## config.mk

```make
export PLATFORM = sky130hd
export DESIGN_NAME = power_monitor_multi
export DESIGN_NICKNAME = d
export VERILOG_FILES = /design/src/rtl/power_pkg.sv /design/src/rtl/power_monitor_multi_debounce.sv /design/src/rtl/power_monitor_multi.sv
export SDC_FILE = /design/constraint.sdc
export NUM_CORES = 1
export LEC_CHECK = 0
export BUFFER_PORTS_ARGS = -buffer_cell sky130_fd_sc_hd__buf_2
export CORE_MARGIN = 1
export CORE_UTILIZATION = 30
export CTS_CLUSTER_SIZE = 8
export DETAILED_ROUTE_END_ITERATION = 6
export MAX_ROUTING_LAYER = met4
export SYNTH_ARGS = -nofsm -noshare
export SYNTH_HDL_FRONTEND = slang
export SYNTH_SLANG_ARGS = --single-unit
```

## constraint.sdc

```tcl
create_clock -name clk -period 3.1 [get_ports clk]
set_clock_uncertainty 0.05 [all_clocks]
set_input_delay 0.62 -clock clk [delete_from_list [all_inputs] [get_ports clk]]
set_output_delay 0.62 -clock clk [all_outputs]
set_load 0.03 [all_outputs]
```

## src/rtl/power_pkg.sv

```systemverilog
`default_nettype none
// ============================================================================
// Module      : power_pkg
// Description : Shared types and constants for the multi-rail power monitor.
// Revision    : 1.0 - initial release
// ============================================================================
package power_pkg;

    // Sequencer states
    typedef enum logic [1:0] {
        ST_IDLE  = 2'd0,
        ST_RUN   = 2'd1,
        ST_FAULT = 2'd2
    } state_t;

    // Mux select idle code; the top slices it to its own select width
    localparam int                    C_SEL_W_MAX = 16;
    localparam logic [C_SEL_W_MAX-1:0] SEL_IDLE   = '1;

    // Timing defaults at a 50 MHz system clock
    localparam int C_CLK_HZ              = 50_000_000;
    localparam int C_SETTLE_DEFAULT      = 1024;    // 20.48 us per slot
    localparam int C_OVER_GRACE_DEFAULT  = 10;      // ~0.2 ms of slot-steps
    localparam int C_UNDER_GRACE_DEFAULT = 50_000;  // ~1 s of slot-steps

    // Width needed to hold the larger of the two grace reload values
    function automatic int grace_width(input int a, input int b);
        int m;
        m = (a > b) ? a : b;
        return (m > 0) ? $clog2(m + 1) : 1;
    endfunction

endpackage
`default_nettype wire

```

## src/rtl/power_monitor_multi_debounce.sv

```systemverilog
`default_nettype none
// ============================================================================
// Module      : pm_slot_debounce
// Description : Per-slot saturating consecutive-miss counter. Raises o_fault
//               combinationally on the sample that makes the count reach
//               FAULT_COUNT.
// Revision    : 1.0 - initial release
// ============================================================================
module pm_slot_debounce #(
    parameter int FAULT_COUNT = 2
) (
    input  logic clk,
    input  logic reset,
    input  logic i_clear,
    input  logic i_sample,
    input  logic i_counted,
    input  logic i_bad,
    output logic o_fault
);

    localparam int              CNT_W  = $clog2(FAULT_COUNT + 1);
    localparam logic [CNT_W-1:0] C_MAX  = CNT_W'(FAULT_COUNT);
    localparam logic [CNT_W-1:0] C_LAST = CNT_W'(FAULT_COUNT - 1);

    logic [CNT_W-1:0] r_miss;
    logic             w_hit;

    assign w_hit   = i_sample & i_counted & i_bad;
    assign o_fault = w_hit && (r_miss == C_LAST);

    // Miss counter: clear on reset/idle, bump on counted bad, clear otherwise
    always_ff @(posedge clk) begin
        if (reset || i_clear) begin
            r_miss <= '0;
        end else if (i_sample) begin
            if (w_hit) begin
                r_miss <= (r_miss == C_MAX) ? C_MAX : r_miss + 1'b1;
            end else begin
                r_miss <= '0;
            end
        end
    end

endmodule
`default_nettype wire

```

## src/rtl/power_monitor_multi.sv

```systemverilog
`default_nettype none
// ============================================================================
// Module      : power_monitor_multi
// Description : Power switch sequencer scanning NUM_RAILS rails through an
//               external comparator mux (undervolt then overvolt slot per
//               rail) with grace periods and per-slot debounce.
// Revision    : 1.0 - initial release
// ============================================================================
module power_monitor_multi
    import power_pkg::*;
#(
    parameter int NUM_RAILS     = 3,
    parameter int SETTLE_CYCLES = C_SETTLE_DEFAULT,
    parameter int OVER_GRACE    = C_OVER_GRACE_DEFAULT,
    parameter int UNDER_GRACE   = C_UNDER_GRACE_DEFAULT,
    parameter int FAULT_COUNT   = 2,
    parameter int SEL_W         = 4
) (
    input  logic                 clk,
    input  logic                 reset,
    input  logic                 start,
    input  logic [NUM_RAILS-1:0] rail_en,
    input  logic                 data,
    output logic                 kill_sw,
    output logic [SEL_W-1:0]     sel,
    output logic                 running,
    output logic                 error,
    output logic [NUM_RAILS-1:0] fault_under,
    output logic [NUM_RAILS-1:0] fault_over
);

    localparam int NSLOT = 2 * NUM_RAILS;
    localparam int SET_W = (SETTLE_CYCLES > 1) ? $clog2(SETTLE_CYCLES) : 1;
    localparam int GR_W  = grace_width(OVER_GRACE, UNDER_GRACE);

    localparam logic [SEL_W-1:0] C_SEL_IDLE = SEL_IDLE[SEL_W-1:0];
    localparam logic [SEL_W-1:0] C_SEL_LAST = SEL_W'(NSLOT - 1);
    localparam logic [SET_W-1:0] C_SET_LAST = SET_W'(SETTLE_CYCLES - 1);
    localparam logic [GR_W-1:0]  C_OG       = GR_W'(OVER_GRACE);
    localparam logic [GR_W-1:0]  C_UG       = GR_W'(UNDER_GRACE);

    state_t               r_state,   w_state_nxt;
    logic [SET_W-1:0]     r_settle,  w_settle_nxt;
    logic [SEL_W-1:0]     r_sel,     w_sel_nxt;
    logic [GR_W-1:0]      r_og,      w_og_nxt;
    logic [GR_W-1:0]      r_ug,      w_ug_nxt;
    logic                 r_kill,    w_kill_nxt;
    logic                 r_running, w_running_nxt;
    logic                 r_error,   w_error_nxt;
    logic [NUM_RAILS-1:0] r_fu,      w_fu_nxt;
    logic [NUM_RAILS-1:0] r_fo,      w_fo_nxt;

    logic                 w_tc;
    logic                 w_clear;
    logic [NSLOT-1:0]     w_fault_vec;
    logic                 w_fault_any;

    // Sample strobe: last settle cycle of a slot while running
    assign w_tc        = (r_state == ST_RUN) && start && (r_settle == C_SET_LAST);
    assign w_clear     = !start || (r_state == ST_IDLE);
    assign w_fault_any = |w_fault_vec;

    for (genvar i = 0; i < NSLOT; i++) begin : g_slot
        logic w_sample;
        logic w_counted;
        logic w_bad;

        assign w_sample  = w_tc && (r_sel == SEL_W'(i));
        assign w_counted = rail_en[i/2] && (((i % 2) == 1) ? (r_og == '0) : (r_ug == '0));
        assign w_bad     = ((i % 2) == 1) ? data : !data;

        pm_slot_debounce #(
            .FAULT_COUNT (FAULT_COUNT)
        ) u_deb (
            .clk       (clk),
            .reset     (reset),
            .i_clear   (w_clear),
            .i_sample  (w_sample),
            .i_counted (w_counted),
            .i_bad     (w_bad),
            .o_fault   (w_fault_vec[i])
        );
    end

    // Next-state and next-output logic
    always_comb begin
        w_state_nxt   = r_state;
        w_settle_nxt  = r_settle;
        w_sel_nxt     = r_sel;
        w_og_nxt      = r_og;
        w_ug_nxt      = r_ug;
        w_kill_nxt    = r_kill;
        w_running_nxt = r_running;
        w_error_nxt   = r_error;
        w_fu_nxt      = r_fu;
        w_fo_nxt      = r_fo;
        if (!start) begin
            w_state_nxt   = ST_IDLE;
            w_settle_nxt  = '0;
            w_sel_nxt     = C_SEL_IDLE;
            w_og_nxt      = C_OG;
            w_ug_nxt      = C_UG;
            w_kill_nxt    = 1'b0;
            w_running_nxt = 1'b0;
            w_error_nxt   = 1'b0;
            w_fu_nxt      = '0;
            w_fo_nxt      = '0;
        end else begin
            case (r_state)
                ST_IDLE: begin
                    w_state_nxt   = ST_RUN;
                    w_kill_nxt    = 1'b1;
                    w_running_nxt = 1'b1;
                    w_sel_nxt     = '0;
                    w_settle_nxt  = '0;
                end
                ST_RUN: begin
                    if (w_tc) begin
                        w_settle_nxt = '0;
                        if (r_og != '0) w_og_nxt = r_og - 1'b1;
                        if (r_ug != '0) w_ug_nxt = r_ug - 1'b1;
                        if (w_fault_any) begin
                            w_state_nxt   = ST_FAULT;
                            w_kill_nxt    = 1'b0;
                            w_running_nxt = 1'b0;
                            w_error_nxt   = 1'b1;
                            w_sel_nxt     = C_SEL_IDLE;
                            for (int r = 0; r < NUM_RAILS; r++) begin
                                if (r_sel[SEL_W-1:1] == (SEL_W-1)'(r)) begin
                                    if (r_sel[0]) w_fo_nxt[r] = 1'b1;
                                    else          w_fu_nxt[r] = 1'b1;
                                end
                            end
                        end else begin
                            w_sel_nxt = (r_sel == C_SEL_LAST) ? '0 : r_sel + 1'b1;
                        end
                    end else begin
                        w_settle_nxt = r_settle + 1'b1;
                    end
                end
                ST_FAULT: begin
                    w_state_nxt = ST_FAULT;
                end
                default: begin
                    w_state_nxt = ST_IDLE;
                end
            endcase
        end
    end

    // State and registered outputs, reset has priority
    always_ff @(posedge clk) begin
        if (reset) begin
            r_state   <= ST_IDLE;
            r_settle  <= '0;
            r_sel     <= C_SEL_IDLE;
            r_og      <= C_OG;
            r_ug      <= C_UG;
            r_kill    <= 1'b0;
            r_running <= 1'b0;
            r_error   <= 1'b0;
            r_fu      <= '0;
            r_fo      <= '0;
        end else begin
            r_state   <= w_state_nxt;
            r_settle  <= w_settle_nxt;
            r_sel     <= w_sel_nxt;
            r_og      <= w_og_nxt;
            r_ug      <= w_ug_nxt;
            r_kill    <= w_kill_nxt;
            r_running <= w_running_nxt;
            r_error   <= w_error_nxt;
            r_fu      <= w_fu_nxt;
            r_fo      <= w_fo_nxt;
        end
    end

    assign kill_sw     = r_kill;
    assign sel         = r_sel;
    assign running     = r_running;
    assign error       = r_error;
    assign fault_under = r_fu;
    assign fault_over  = r_fo;

endmodule
`default_nettype wire

```

=== Yosys cells after proc, flatten, opt, wreduce, memory -nomap -nowiden ===
Index checks and enable logic that the tools add are counted.

* Flip-flop bits (word level): 68
* Output and inout bits: 13

* Equal/unequal tests: 24
* Add/subtract/negate cells: 10
* Reduce and logical (&&, ||, !) cells: 46
* Muxes and demuxes: 24
* Bitwise operators: 14

{| class="wikitable"
|+ Operators with widths
! kind !! number
|-
| $logic_not 16->1 || 2
|-
| $reduce_bool 16->1 || 2
|-
| $sub 16x1->16 const B || 2
|-
| $reduce_and 5->1 || 6
|-
| $mux 2 || 14
|-
| $logic_and 1x1->1 || 20
|-
| $pmux 10 s2 || 1
|-
| $eq 2x1->1 const B || 7
|-
| $eq 2x2->1 const B || 7
|-
| $add 2x1->2 const B || 6
|-
| $and 1x1->1 || 12
|-
| $mux 4 || 3
|-
| $reduce_and 3->1 || 4
|-
| $add 10x1->10 const B || 1
|-
| $eq 10x10->1 const B || 1
|-
| $mux 10 || 1
|-
| $eq 4x2->1 const B || 2
|-
| $eq 4x3->1 const B || 2
|-
| $pmux 4 s2 || 1
|-
| $pmux 2 s3 || 1
|-
| $reduce_or 6->1 || 1
|-
| $add 4x1->4 const B || 1
|-
| $eq 4x1->1 const B || 1
|-
| $logic_not 4->1 || 1
|-
| other kinds (13) || 19
|}

=== Logic depth before layout (Yosys ltp) ===
Gate-level depths: netlist (run 1).

* Depth in word-level cells: 11
* Depth in mapped cells: 10
* Gate-level depth less buffers: 8

=== Cells and area by module ===
Synthesis (run 1) repeated with hierarchy kept, for this count alone.

* Cell total of the unflattened synthesis: 429
* Area total of the unflattened synthesis: 3663.5 sq um

{| class="wikitable"
|+ By module, submodules not included
! module !! sequential area each (sq um) !! times used !! area an instance (sq um) !! cells each
|-
| power_monitor_multi || 1121.1 || 1 || 2927.8 || 351
|-
| pm_slot_debounce || 40.0 || 6 || 122.6 || 13
|}

=== Least setup slack after synthesis (run 1) ===
Ideal clock, no wire load.

* Kind: register -> register
* Start: reg r_state[1]
* End: reg g_slot[2].u_deb.r_miss[0]
* Stages on the path, launching flop included: 11
* Arrival: 2162 ps
* Library setup time: 128 ps
* Data required time: 2922 ps
* Path buffers: 2
* Setup slack: 761 ps
* Clock period less this slack: 2339 ps
* Cells stage by stage: dfxtp_1 -> inv_1 -> ha_1 -> buf_2 -> nand4_2 -> or4_1 -> clkbuf_1 -> nor3_1 -> nand3b_1 -> a22oi_1 -> nor2_1

* Longest elaborated chain between the ends: 7
* Elaborated cells on any way between the ends: 10
* Those cells by class: 1 x eq/ne; 1 x mux; 2 x bitwise; 6 x reduce/logical

{| class="wikitable"
|+ Ends and longest elaborated chain
! item !! line !! text
|-
| start, declared || power_monitor_multi.sv:42 || <nowiki>state_t r_state, w_state_nxt;</nowiki>
|-
| start signal, assigned || power_monitor_multi.sv:165 || <nowiki>r_state <= w_state_nxt;</nowiki>
|-
| $eq 2x1->1 || power_monitor_multi.sv:59 || <nowiki>assign w_tc = (r_state == ST_RUN) && start && (r_settle == C_SET_LAST);</nowiki>
|-
| $logic_and 1x1->1 (2 in series) || power_monitor_multi.sv:59 ||
|-
| $logic_and 1x1->1 || power_monitor_multi.sv:68 || <nowiki>assign w_sample = w_tc && (r_sel == SEL_W'(i));</nowiki>
|-
| $and 1x1->1 (2 in series) || power_monitor_multi_debounce.sv:28 || <nowiki>assign w_hit = i_sample & i_counted & i_bad;</nowiki>
|-
| $mux 2 || power_monitor_multi_debounce.sv:36 || <nowiki>if (w_hit) begin</nowiki>
|-
| end signal, assigned || power_monitor_multi_debounce.sv:37 || <nowiki>r_miss <= (r_miss == C_MAX) ? C_MAX : r_miss + 1'b1;</nowiki>
|-
| end, declared || power_monitor_multi_debounce.sv:25 || <nowiki>logic [CNT_W-1:0] r_miss;</nowiki>
|}

Parallel ways exist; a longest one is shown, timed or not.
A chain may end at the register's enable or synchronous reset.

=== Worst setup path in the final report (run 1) ===
* Start: reg r_settle[0]
* End: reg g_slot[2].u_deb.r_miss[0]

* Longest elaborated chain between the ends: 6

{| class="wikitable"
|+ Ends and longest elaborated chain
! item !! line !! text
|-
| start, declared || power_monitor_multi.sv:43 || <nowiki>logic [SET_W-1:0] r_settle, w_settle_nxt;</nowiki>
|-
| start signal, assigned || power_monitor_multi.sv:166 || <nowiki>r_settle <= w_settle_nxt;</nowiki>
|-
| $eq 10x10->1 * || power_monitor_multi.sv:59 ||
|-
| $logic_and 1x1->1 * || power_monitor_multi.sv:59 ||
|-
| $logic_and 1x1->1 * || power_monitor_multi.sv:68 ||
|-
| $and 1x1->1 (2 in series) || power_monitor_multi_debounce.sv:28 ||
|-
| $mux 2 || power_monitor_multi_debounce.sv:36 ||
|}

Mark *: on every way between the ends. The rest lies on a longest branch, timed or not.

==> results of run 1 <==
[worst paths after layout]
kind / to / startpoint / slack, ns / cells after the start
worst max register to register: g_slot[2].u_deb.r_miss[0] / r_settle[0] / 0.53 / 8
worst min-delay path: fault_under[1] / fault_under[1] / 0.39 / 2
worst min register to register: fault_under[1] / fault_under[1] / 0.39 / 2
worst max-delay path: g_slot[2].u_deb.r_miss[0] / r_settle[0] / 0.53 / 8
[power by group through the flow]
stage / registers, mW / logic (mW) / clock network (mW)
6_report: 0.895 / 0.0997 / 0.932
5_1_grt: 0.897 / 0.110 / 0.992
4_1_cts: 0.894 / 0.0993 / 0.954
3_5_place_dp: 0.913 / 0.0991 / 0
3_3_place_gp: 0.913 / 0.0968 / 0
2_1_floorplan: 0.917 / 0.0623 / 0
[cell type report]
class / instances / area share
Timing Repair Buffer: 26 / 0.0365
Inverter: 25 / 0.0232
Multi-Input combinational cell: 316 / 0.493
Clock inverter: 5 / 0.00959
Clock buffer: 11 / 0.0575
Tap cell: 143 / 0.0442
Sequential cell: 68 / 0.336
[metal layers]
layer | share of wire | up-vias | GRT usage
met5 | 0 | - | -
met4 | 0.017 | 0 | 0.0639
met3 | 0.028 | 15 | 0.0347
met2 | 0.47 | 49 | 0.240
met1 | 0.49 | 1442 | 0.195
li1 | - | 1551 | -
[metrics by stage]
| stage | setup slack (ns) | area, um2 | power (mW) | hold WS (ns) | cells |
|---|---|---|---|---|---|
| 3_3_place_gp | 0.581 | 3770 | 1.01 | 0.383 | 578 |
| 6_report | 0.527 | 4050 | 1.93 | 0.392 | 594 |
| 2_1_floorplan | 0.761 | 3520 | 0.979 | 0.382 | 425 |
| 4_1_cts | 0.520 | 4050 | 1.95 | 0.400 | 594 |
| 5_1_grt | 0.333 | 4050 | 2.00 | 0.423 | 594 |
| 3_5_place_dp | 0.559 | 3770 | 1.01 | 0.391 | 578 |
[cells by family after synthesis]
group	share of synthesized area
AND/OR/NAND/NOR	0.317
flip-flops	0.387
adder cells (fa/ha/maj)	0.0676
multiplexers	0.00285
AO/OA/AOI/OAI	0.119
buffers and inverters	0.0459
XOR/XNOR	0.0598
[worst min-delay path, delay by kind of cell (launching register included)]
family	cells	cell delay (ns)
flops	1	0.30
compound gates	1	0.05
buf+inv	1	0.04
[cell usage in the layout, fill, tap and decap left out, types with 3 or more instances in the layout]
cell        count
o211ai_1        4
nand2b_1        7
and3_1          4
buf_4           7
nand4_1        19
nor3_1         12
or2_2           4
nand3b_1        3
buf_2          19
or4_1           3
inv_1          25
clkinvlp_4      4
a22oi_1         4
o21ai_0        14
nand2_1        41
ha_1           19
nor4_1         11
nor2b_1         5
xnor2_1        10
nand3_1        15
a31oi_1         3
nor2_1         50
and2_1          4
clkbuf_16       9
dfxtp_1        68
or3_1           5
xor2_1         14
a21oi_1        28
and4_1          4
[synth_stat cells, drive strengths merged (2+ instances only)]
| cell type | n | share of area |
|---|---|---|
| clkbuf | 11 | 0.012 |
| buf | 5 | 0.0075 |
| nor2 | 50 | 0.053 |
| or2 | 4 | 0.0071 |
| nand3b | 3 | 0.0064 |
| nor3b | 2 | 0.0043 |
| ha | 19 | 0.068 |
| or3 | 5 | 0.0089 |
| a31oi | 3 | 0.0053 |
| xor2 | 14 | 0.035 |
| nand3 | 15 | 0.021 |
| a22oi | 4 | 0.0085 |
| a41oi | 2 | 0.0071 |
| a311oi | 2 | 0.0050 |
| and3 | 4 | 0.0071 |
| nor4 | 13 | 0.029 |
| o21ai | 14 | 0.020 |
| dfxtp | 68 | 0.39 |
| a21oi | 28 | 0.040 |
| o41ai | 2 | 0.0050 |
| nand4 | 20 | 0.037 |
| nor3 | 12 | 0.017 |
| or4 | 5 | 0.013 |
| inv | 25 | 0.027 |
| nor4b | 2 | 0.0050 |
| o311ai | 2 | 0.0050 |
| o211ai | 4 | 0.0085 |
| nand2 | 41 | 0.044 |
| nand2b | 7 | 0.012 |
| xnor2 | 10 | 0.025 |
| and2 | 5 | 0.0089 |
| nor2b | 6 | 0.013 |
| and4 | 4 | 0.010 |
[flip-flops by register name, indices dropped and copies added, names as in the netlist]
signal / flops
running: 1
error: 1
r_state: 2
g_slot.u_deb.r_miss: 12
fault_under: 3
r_ug: 16
r_settle: 10
fault_over: 3
r_og: 16
sel: 4
==> impl_metrics.tcl, run 1 <==
set metrics [dict create \
    grt_max_degree 40 \
    endpoint_kind "register" \
    hold_buffers 0 \
    cp.arrival_ns 2.72 \
    setup_viol 0 \
    antenna_left 0 \
    crit_family "simple AND/OR/NAND/NOR gates" \
    cell_internal_pwr_mw 1.46 \
    status "finished, final reports clean" \
    regArea_um2 1360 \
    final_nets 472 \
    coreArea_um2 11400 \
    ys.flop_type "dfxtp_1" \
    synth-seq-area-share 0.387 \
    clock_latency_ns 0.33 \
    avgSynthCellArea_um2 8.27 \
    rsz0062_at_grt "no" \
    p_comb_frac 0.052 \
    async_flop_share 0 \
    die-area_um2 12200 \
    routed_via_density 5.15 \
    path_cells "ha_1, nand4_2, or4_1, buf_4, nor3_1, nand3b_1, a22oi_1, nor2_1" \
    post_cts_buffers 0 \
    ctsResizeCount 0 \
    grt_usage 0.155 \
    grt_pass1_wl_um 14300 \
    setup_tns_ns 0 \
    cts_tree "done" \
    synth-edff-count 0 \
    synthesis.area_um2 3520 \
    crit_fanout 10 \
    synth_cell_types 56 \
    num_vias 3057 \
    clockBufferDepth 2 \
    start_kind "register" \
    drv_slew 0 \
    clock_sinks 68 \
    switching_power_mw 0.471 \
    num_rows 39 \
    die_w_um 110 \
    wirelength_um 8200 \
    post_drt_wl_per_cell_um 13.8 \
    final_util 0.354 \
    clock-root-buffer "clkbuf_16" \
    synth_seq_cells 68 \
    fmax_mhz 389 \
    holdCritPathClass "register to register" \
    multiInputGateArea_um2 1990 \
    drc 0 \
    cp_data_required_time_ns 3.25 \
    antenna_found_initial 0 \
    port_buffers 19 \
    die_y_um 110 \
    pwr-share-clk 0.484 \
    max_stage_delay_ns 0.64 \
    cts_made_buffers 9 \
    syn_to_final_growth_pct 15.1 \
    final-hold-violation-count 0 \
    vdd_ir_drop_max_mv 0.283 \
    period_needed_ns 2.57 \
    drt-pass1-iter-count 5 \
    place_congestion 0.851 \
    post-route-period-util 0.830 \
    power_leakage_nw 1.34 \
    cts_htree_levels 3 \
    grt_pass1_vias 3006 \
    tightest_slew_ns 0.669 \
    syn_nets 451 \
    drt_iter0_drc 188 \
    cellPowerDensity_nw_per_um2 476 \
    slowest_stage "or4_1" \
    maxCapViolCount 0 \
    slew-limit-headroom 0.550 \
    dp_hpwl_um 5900 \
    criticalPathCategory "register to register" \
    yosysWarnings 0 \
    seqPwrFrac 0.464 \
    cts.clk_slew.worst_paths_ns 0.05 \
    diodes 0 \
    drive_gt1_frac 0.122 \
    swShare 0.244 \
    overflow 0 \
    synth_cells 425 \
    io_pins 20 \
    crit_buf_inv 1 \
    nFillCells 1191 \
    initial_core_util 0.308 \
]
Power figures use the tool's default switching activity.
==> run 2: changes to the inputs <==
--- a/config.mk
+++ b/config.mk
@@ -5,6 +5,7 @@
 export SDC_FILE = /design/constraint.sdc
 export NUM_CORES = 1
 export LEC_CHECK = 0
+export ABC_AREA = 1
 export BUFFER_PORTS_ARGS = -buffer_cell sky130_fd_sc_hd__buf_2
 export CORE_MARGIN = 1
 export CORE_UTILIZATION = 30
==> constraint.sdc (replaced) <==
create_clock -name clk -period 2.3 [get_ports clk]
set_clock_uncertainty 0.05 [all_clocks]
set_input_delay 0.46 -clock clk [delete_from_list [all_inputs] [get_ports clk]]
set_output_delay 0.46 -clock clk [all_outputs]
set_load 0.03 [all_outputs]
==> impl_metrics.tcl, run 2 <==
set metrics [dict create \
    antenna_found_initial 0 \
    path_cells "inv_1, ha_1, nand3_1, nor2_1, nand2_4, nor2_1, nand3_1, nand2_2, nor2_4, nand2_4, nor2_2, o211ai_1" \
    fmax_mhz 470 \
    synth_cell_types 41 \
    drv_slew 0 \
    place_congestion 0.876 \
    ctsResizeCount 0 \
    totalPowerFinal_mw 2.74 \
    num_rows 41 \
    num_vias 3562 \
    die_y_um 116 \
    grt_usage 0.142 \
    syn_nets 582 \
    cp_data_required_time_ns 2.44 \
    cell_internal_pwr_mw 2.13 \
    synthTopCellsByCount "132 x nand2_1, 74 x inv_1, 68 x dfxtp_1, 56 x nor2_1, 51 x a21oi_1" \
    synth_cells 556 \
    setup_tns_ns 0 \
    yosysWarnings 0 \
    top_layer "met4" \
    cellPowerDensity_nw_per_um2 606 \
    power_leakage_nw 1.81 \
    final-hold-violation-count 0 \
    slew-limit-headroom 0.682 \
    routed_via_density 4.68 \
    endpoint_kind "register" \
    setup_viol 0 \
    wirelength_um 8630 \
    synth_fa_ha_area_frac 0.0610 \
    layout_commonest_cell "nand2_1" \
    final_util 0.358 \
    start_kind "register" \
    syn_to_final_growth_pct 15.9 \
    crit_buf_inv 1 \
    post-route-period-util 0.925 \
    grt_pass1_vias 3389 \
    cts_made_buffers 9 \
    maxCapViolCount 0 \
    synth-seq-area-share 0.349 \
    crit_fanout 5 \
    layout_common_cells "132 x nand2_1, 74 x inv_1, 68 x dfxtp_1, 56 x nor2_1, 51 x a21oi_1" \
    synth.area.mux_share 0 \
    async_flop_share 0 \
    initial_core_util 0.309 \
    max_stage_delay_ns 0.49 \
    synth_most_common_cell "nand2_1" \
    tightest_slew_ns 0.475 \
    wl_met1_um 4020 \
    drt_iter0_drc 117 \
    synth_compound_area_frac 0.108 \
    drt-pass1-iter-count 5 \
    grt_pass1_wl_um 14700 \
    holdCritPathClass "register to register" \
    post_drt_wl_per_cell_um 11.3 \
    rsz0062_at_grt "no" \
    synthSimpleGateAreaFrac 0.359 \
    synth-edff-count 0 \
    swShare 0.223 \
    die_w_um 116 \
    overflow 0 \
    switching_power_mw 0.612 \
    die-area_um2 13500 \
    synth_top_family_by_area "simple AND/OR/NAND/NOR gates" \
    port_buffers 19 \
    wl_met2_um 4190 \
    antenna_left 0 \
    slowest_stage "dfxtp_1" \
    criticalPathCategory "register to register" \
    status "finished, final reports clean" \
    period_needed_ns 2.13 \
    yosys-top-cells-area "dfxtp_1 35%, nand2_1 13%, inv_1 7.1%, a21oi_1 6.5%, ha_1 6.1%" \
    cts_htree_levels 3 \
    drc 0 \
    synthesis.area_um2 3900 \
    cts_tree "done" \
    drive_gt1_frac 0.132 \
    clock_latency_ns 0.33 \
    cp.arrival_ns 2.27 \
    hold_buffers 0 \
    yosysTopAreaCell "dfxtp_1" \
    avgSynthCellArea_um2 7.01 \
    nFillCells 1384 \
    p_comb_frac 0.053 \
    synth_seq_cells 68 \
    synth-xor-area-share 0.0337 \
    crit_family "simple AND/OR/NAND/NOR gates" \
    io_pins 20 \
    coreArea_um2 12600 \
    wl_met3_um 346 \
    post_cts_buffers 0 \
    ys.flop_type "dfxtp_1" \
    seqPwrFrac 0.438 \
    vdd_ir_drop_max_mv 0.321 \
    grt_max_degree 28 \
    final_nets 610 \
    pwr-share-clk 0.509 \
    clock-root-buffer "clkbuf_16" \
    synth_top_cell_area_share 0.349 \
    largestRegisters "r_og x16, r_ug x16, g_slot.u_deb.r_miss x12" \
    cts.clk_slew.worst_paths_ns 0.06 \
    dp_hpwl_um 6610 \
    clockBufferDepth 2 \
    diodes 0 \
    clock_sinks 68 \
]
[run 2: power by group through the flow]
| stage | Clock (mW) | Sequential [mW] | Combinational [mW] |
|---|---|---|---|
| after CTS | 1.42 | 1.20 | 0.146 |
| final | 1.39 | 1.20 | 0.145 |
| after floorplan | 0 | 1.24 | 0.0864 |
| after detailed placement | 0 | 1.23 | 0.145 |
| after global placement | 0 | 1.23 | 0.143 |
| after global routing | 1.48 | 1.20 | 0.163 |
[run 2: path summary, 6_finish.rpt]
| path | from | endpoint | slack [ns] | depth (start not counted) |
|---|---|---|---|---|
| setup / recovery | r_og[0] | sel[0] | 0.17 | 12 |
| hold / removal | fault_over[1] | fault_over[1] | 0.40 | 2 |
| setup reg to reg | r_og[0] | sel[0] | 0.17 | 12 |
| hold reg to reg | fault_over[1] | fault_over[1] | 0.40 | 2 |
[run 2: final cells by class]
cell class / instances / area [um2] / share of cell area
Clock inverter: 4 / 47.5 / 0.0105
Sequential cell: 68 / 1360 / 0.301
Clock buffer: 12 / 256 / 0.0568
Inverter: 80 / 307 / 0.0679
Multi-Input combinational cell: 400 / 2190 / 0.485
Timing Repair Buffer: 25 / 140 / 0.0310
Tap cell: 172 / 215 / 0.0476
[run 2: kinds of logic after synthesis]
family,after synthesis
adders and majority gates,19
AOI/OAI and AO/OA,78
xor gates and xnor gates,15
and+or+nand+nor,288
buffers and inverters,88
DFF,68
[run 2: metal layers]
layer  up-vias  global-route usage
li1       1842                   -
met1      1638               0.159
met2        71               0.249
met3        11              0.0408
met4         0              0.0299
met5         -                   -
[run 2: tightest hold or removal path, stage by stage, from the launching register on]
cell and delay [ns]:
dfxtp_1 0.31, inv_1 0.05, a21oi_1 0.05
[run 2: stage by stage]
stage                     hold WS [ns]  setup slack, ns  cell area [um2]  cells
after global placement           0.402            0.309             4210    745
after global routing             0.426           0.0216             4520    761
after detailed placement         0.395            0.208             4210    745
after CTS                        0.407            0.181             4520    761
after floorplan                  0.393            0.452             3900    556
final                            0.403            0.172             4520    761
==> run 3: changes to the inputs <==
--- a/config.mk
+++ b/config.mk
@@ -9,6 +9,7 @@
 export BUFFER_PORTS_ARGS = -buffer_cell sky130_fd_sc_hd__buf_2
 export CORE_MARGIN = 1
 export CORE_UTILIZATION = 30
+export CTS_BUF_LIST = sky130_fd_sc_hd__clkbuf_16
 export CTS_CLUSTER_SIZE = 8
 export DETAILED_ROUTE_END_ITERATION = 6
 export MAX_ROUTING_LAYER = met4
==> impl_metrics.tcl, run 3 (synthesis results as in run 2) <==
set metrics [dict create \
    path_cells "inv_1, ha_1, nand3_1, nor2_1, nand2_4, nor2_1, nand3_1, nand2_2, nor2_4, nand2_4, nor2_2, o211ai_1" \
    holdCritPathClass "register to register" \
    slew-limit-headroom 0.675 \
    crit_fanout 5 \
    final_util 0.356 \
    setup_tns_ns 0 \
    drive_gt1_frac 0.129 \
    grt_pass1_vias 3412 \
    crit_buf_inv 1 \
    maxCapViolCount 0 \
    antenna_left 0 \
    grt_pass1_wl_um 14700 \
    drt_iter0_drc 121 \
    initial_core_util 0.309 \
    totalPowerFinal_mw 2.67 \
    num_rows 41 \
    ctsResizeCount 0 \
    grt_max_degree 28 \
    rsz0062_at_grt "no" \
    drv_slew 0 \
    port_buffers 19 \
    clock_sinks 68 \
    period_needed_ns 2.12 \
    cts_tree "done" \
    antenna_found_initial 0 \
    tightest_slew_ns 0.486 \
    wirelength_um 8640 \
    place_congestion 0.876 \
    cts_made_buffers 9 \
    coreArea_um2 12600 \
    routed_via_density 4.67 \
    cellPowerDensity_nw_per_um2 593 \
    largestRegisters "r_og x16, r_ug x16, g_slot.u_deb.r_miss x12" \
    slowest_stage "dfxtp_1" \
    post_cts_buffers 0 \
    num_vias 3553 \
    syn_to_final_growth_pct 15.4 \
    die_y_um 116 \
    diodes 0 \
    grt_usage 0.142 \
    clock-root-buffer "clkbuf_16" \
    start_kind "register" \
    power_leakage_nw 1.80 \
    cp_data_required_time_ns 2.45 \
    cts_htree_levels 3 \
    drc 0 \
    io_pins 20 \
    criticalPathCategory "register to register" \
    crit_family "simple AND/OR/NAND/NOR gates" \
    clockBufferDepth 2 \
    hold_buffers 0 \
    cp.arrival_ns 2.27 \
    dp_hpwl_um 6610 \
    final_nets 610 \
    post-route-period-util 0.923 \
    post_drt_wl_per_cell_um 11.4 \
    overflow 0 \
    vdd_ir_drop_max_mv 0.323 \
    drt-pass1-iter-count 4 \
    fmax_mhz 471 \
    rrSetupSlack_ns 0.18 \
    endpoint_kind "register" \
    layout_commonest_cell "nand2_1" \
    die-area_um2 13500 \
    setup_viol 0 \
    cts.clk_slew.worst_paths_ns 0.06 \
    final-hold-violation-count 0 \
    clock_latency_ns 0.33 \
    die_w_um 116 \
    max_stage_delay_ns 0.49 \
    status "finished, final reports clean" \
    layout_common_cells "132 x nand2_1, 75 x inv_1, 68 x dfxtp_1, 56 x nor2_1, 51 x a21oi_1" \
]
-- run 3: changes by cell type in the layout (fill, tap and decap cells not counted), sizes merged --
cell | before | now
clkbuf | 12 | 9
inv | 76 | 77
clkinv | 6 | 8
-- run 3: cell type report --
cell class | instances | area [um2]
flip-flops and latches | 68 | 1360
inverters | 80 | 307
clock buffers | 9 | 225
repair buffers | 25 | 140
clock inverters | 7 | 58.8
fillers | 1387 | 8120
well taps | 172 | 215
multi-input cells | 400 | 2190
-- run 3: metrics by stage --
step	worst slack, ns	std cells	hold WS (ns)	instance area [um2]
2_1_floorplan	0.452	556	0.393	3900
3_3_place_gp	0.309	745	0.402	4210
3_5_place_dp	0.208	745	0.395	4210
4_1_cts	0.180	761	0.406	4500
5_1_grt	0.0220	761	0.426	4500
6_report	0.177	761	0.403	4500
-- run 3: worst min-delay path, cell delays in order (launching register included) --
cell	delay (ns)
dfxtp_1	0.31
inv_1	0.05
a21oi_1	0.05
-- run 3: worst paths after layout --
path / from / endpoint / depth (start not counted)
max reg2reg: r_og[0] / sel[0] / 12
min reg2reg: fault_over[1] / fault_over[1] / 2
min: fault_over[1] / fault_over[1] / 2
max: r_og[0] / sel[0] / 12
-- run 3: power by group --
| group | switching, mW | leakage (nW) | total (mW) | internal (mW) |
|---|---|---|---|---|
| clock | 0.496 | 0.141 | 1.32 | 0.823 |
| sequential | 0.0120 | 0.549 | 1.20 | 1.19 |
| combinational | 0.102 | 1.11 | 0.145 | 0.0439 |
| total | 0.610 | 1.80 | 2.67 | 2.06 |
-- run 3: layer usage --
| metal | vias to the layer above | part of all wire | track usage |
|---|---|---|---|
| li1 | 1841 | - | - |
| met2 | 60 | 0.49 | 0.250 |
| met4 | 0 | 0.0087 | 0.0308 |
| met3 | 10 | 0.041 | 0.0392 |
| met1 | 1642 | 0.46 | 0.159 |
| met5 | - | 0 | - |
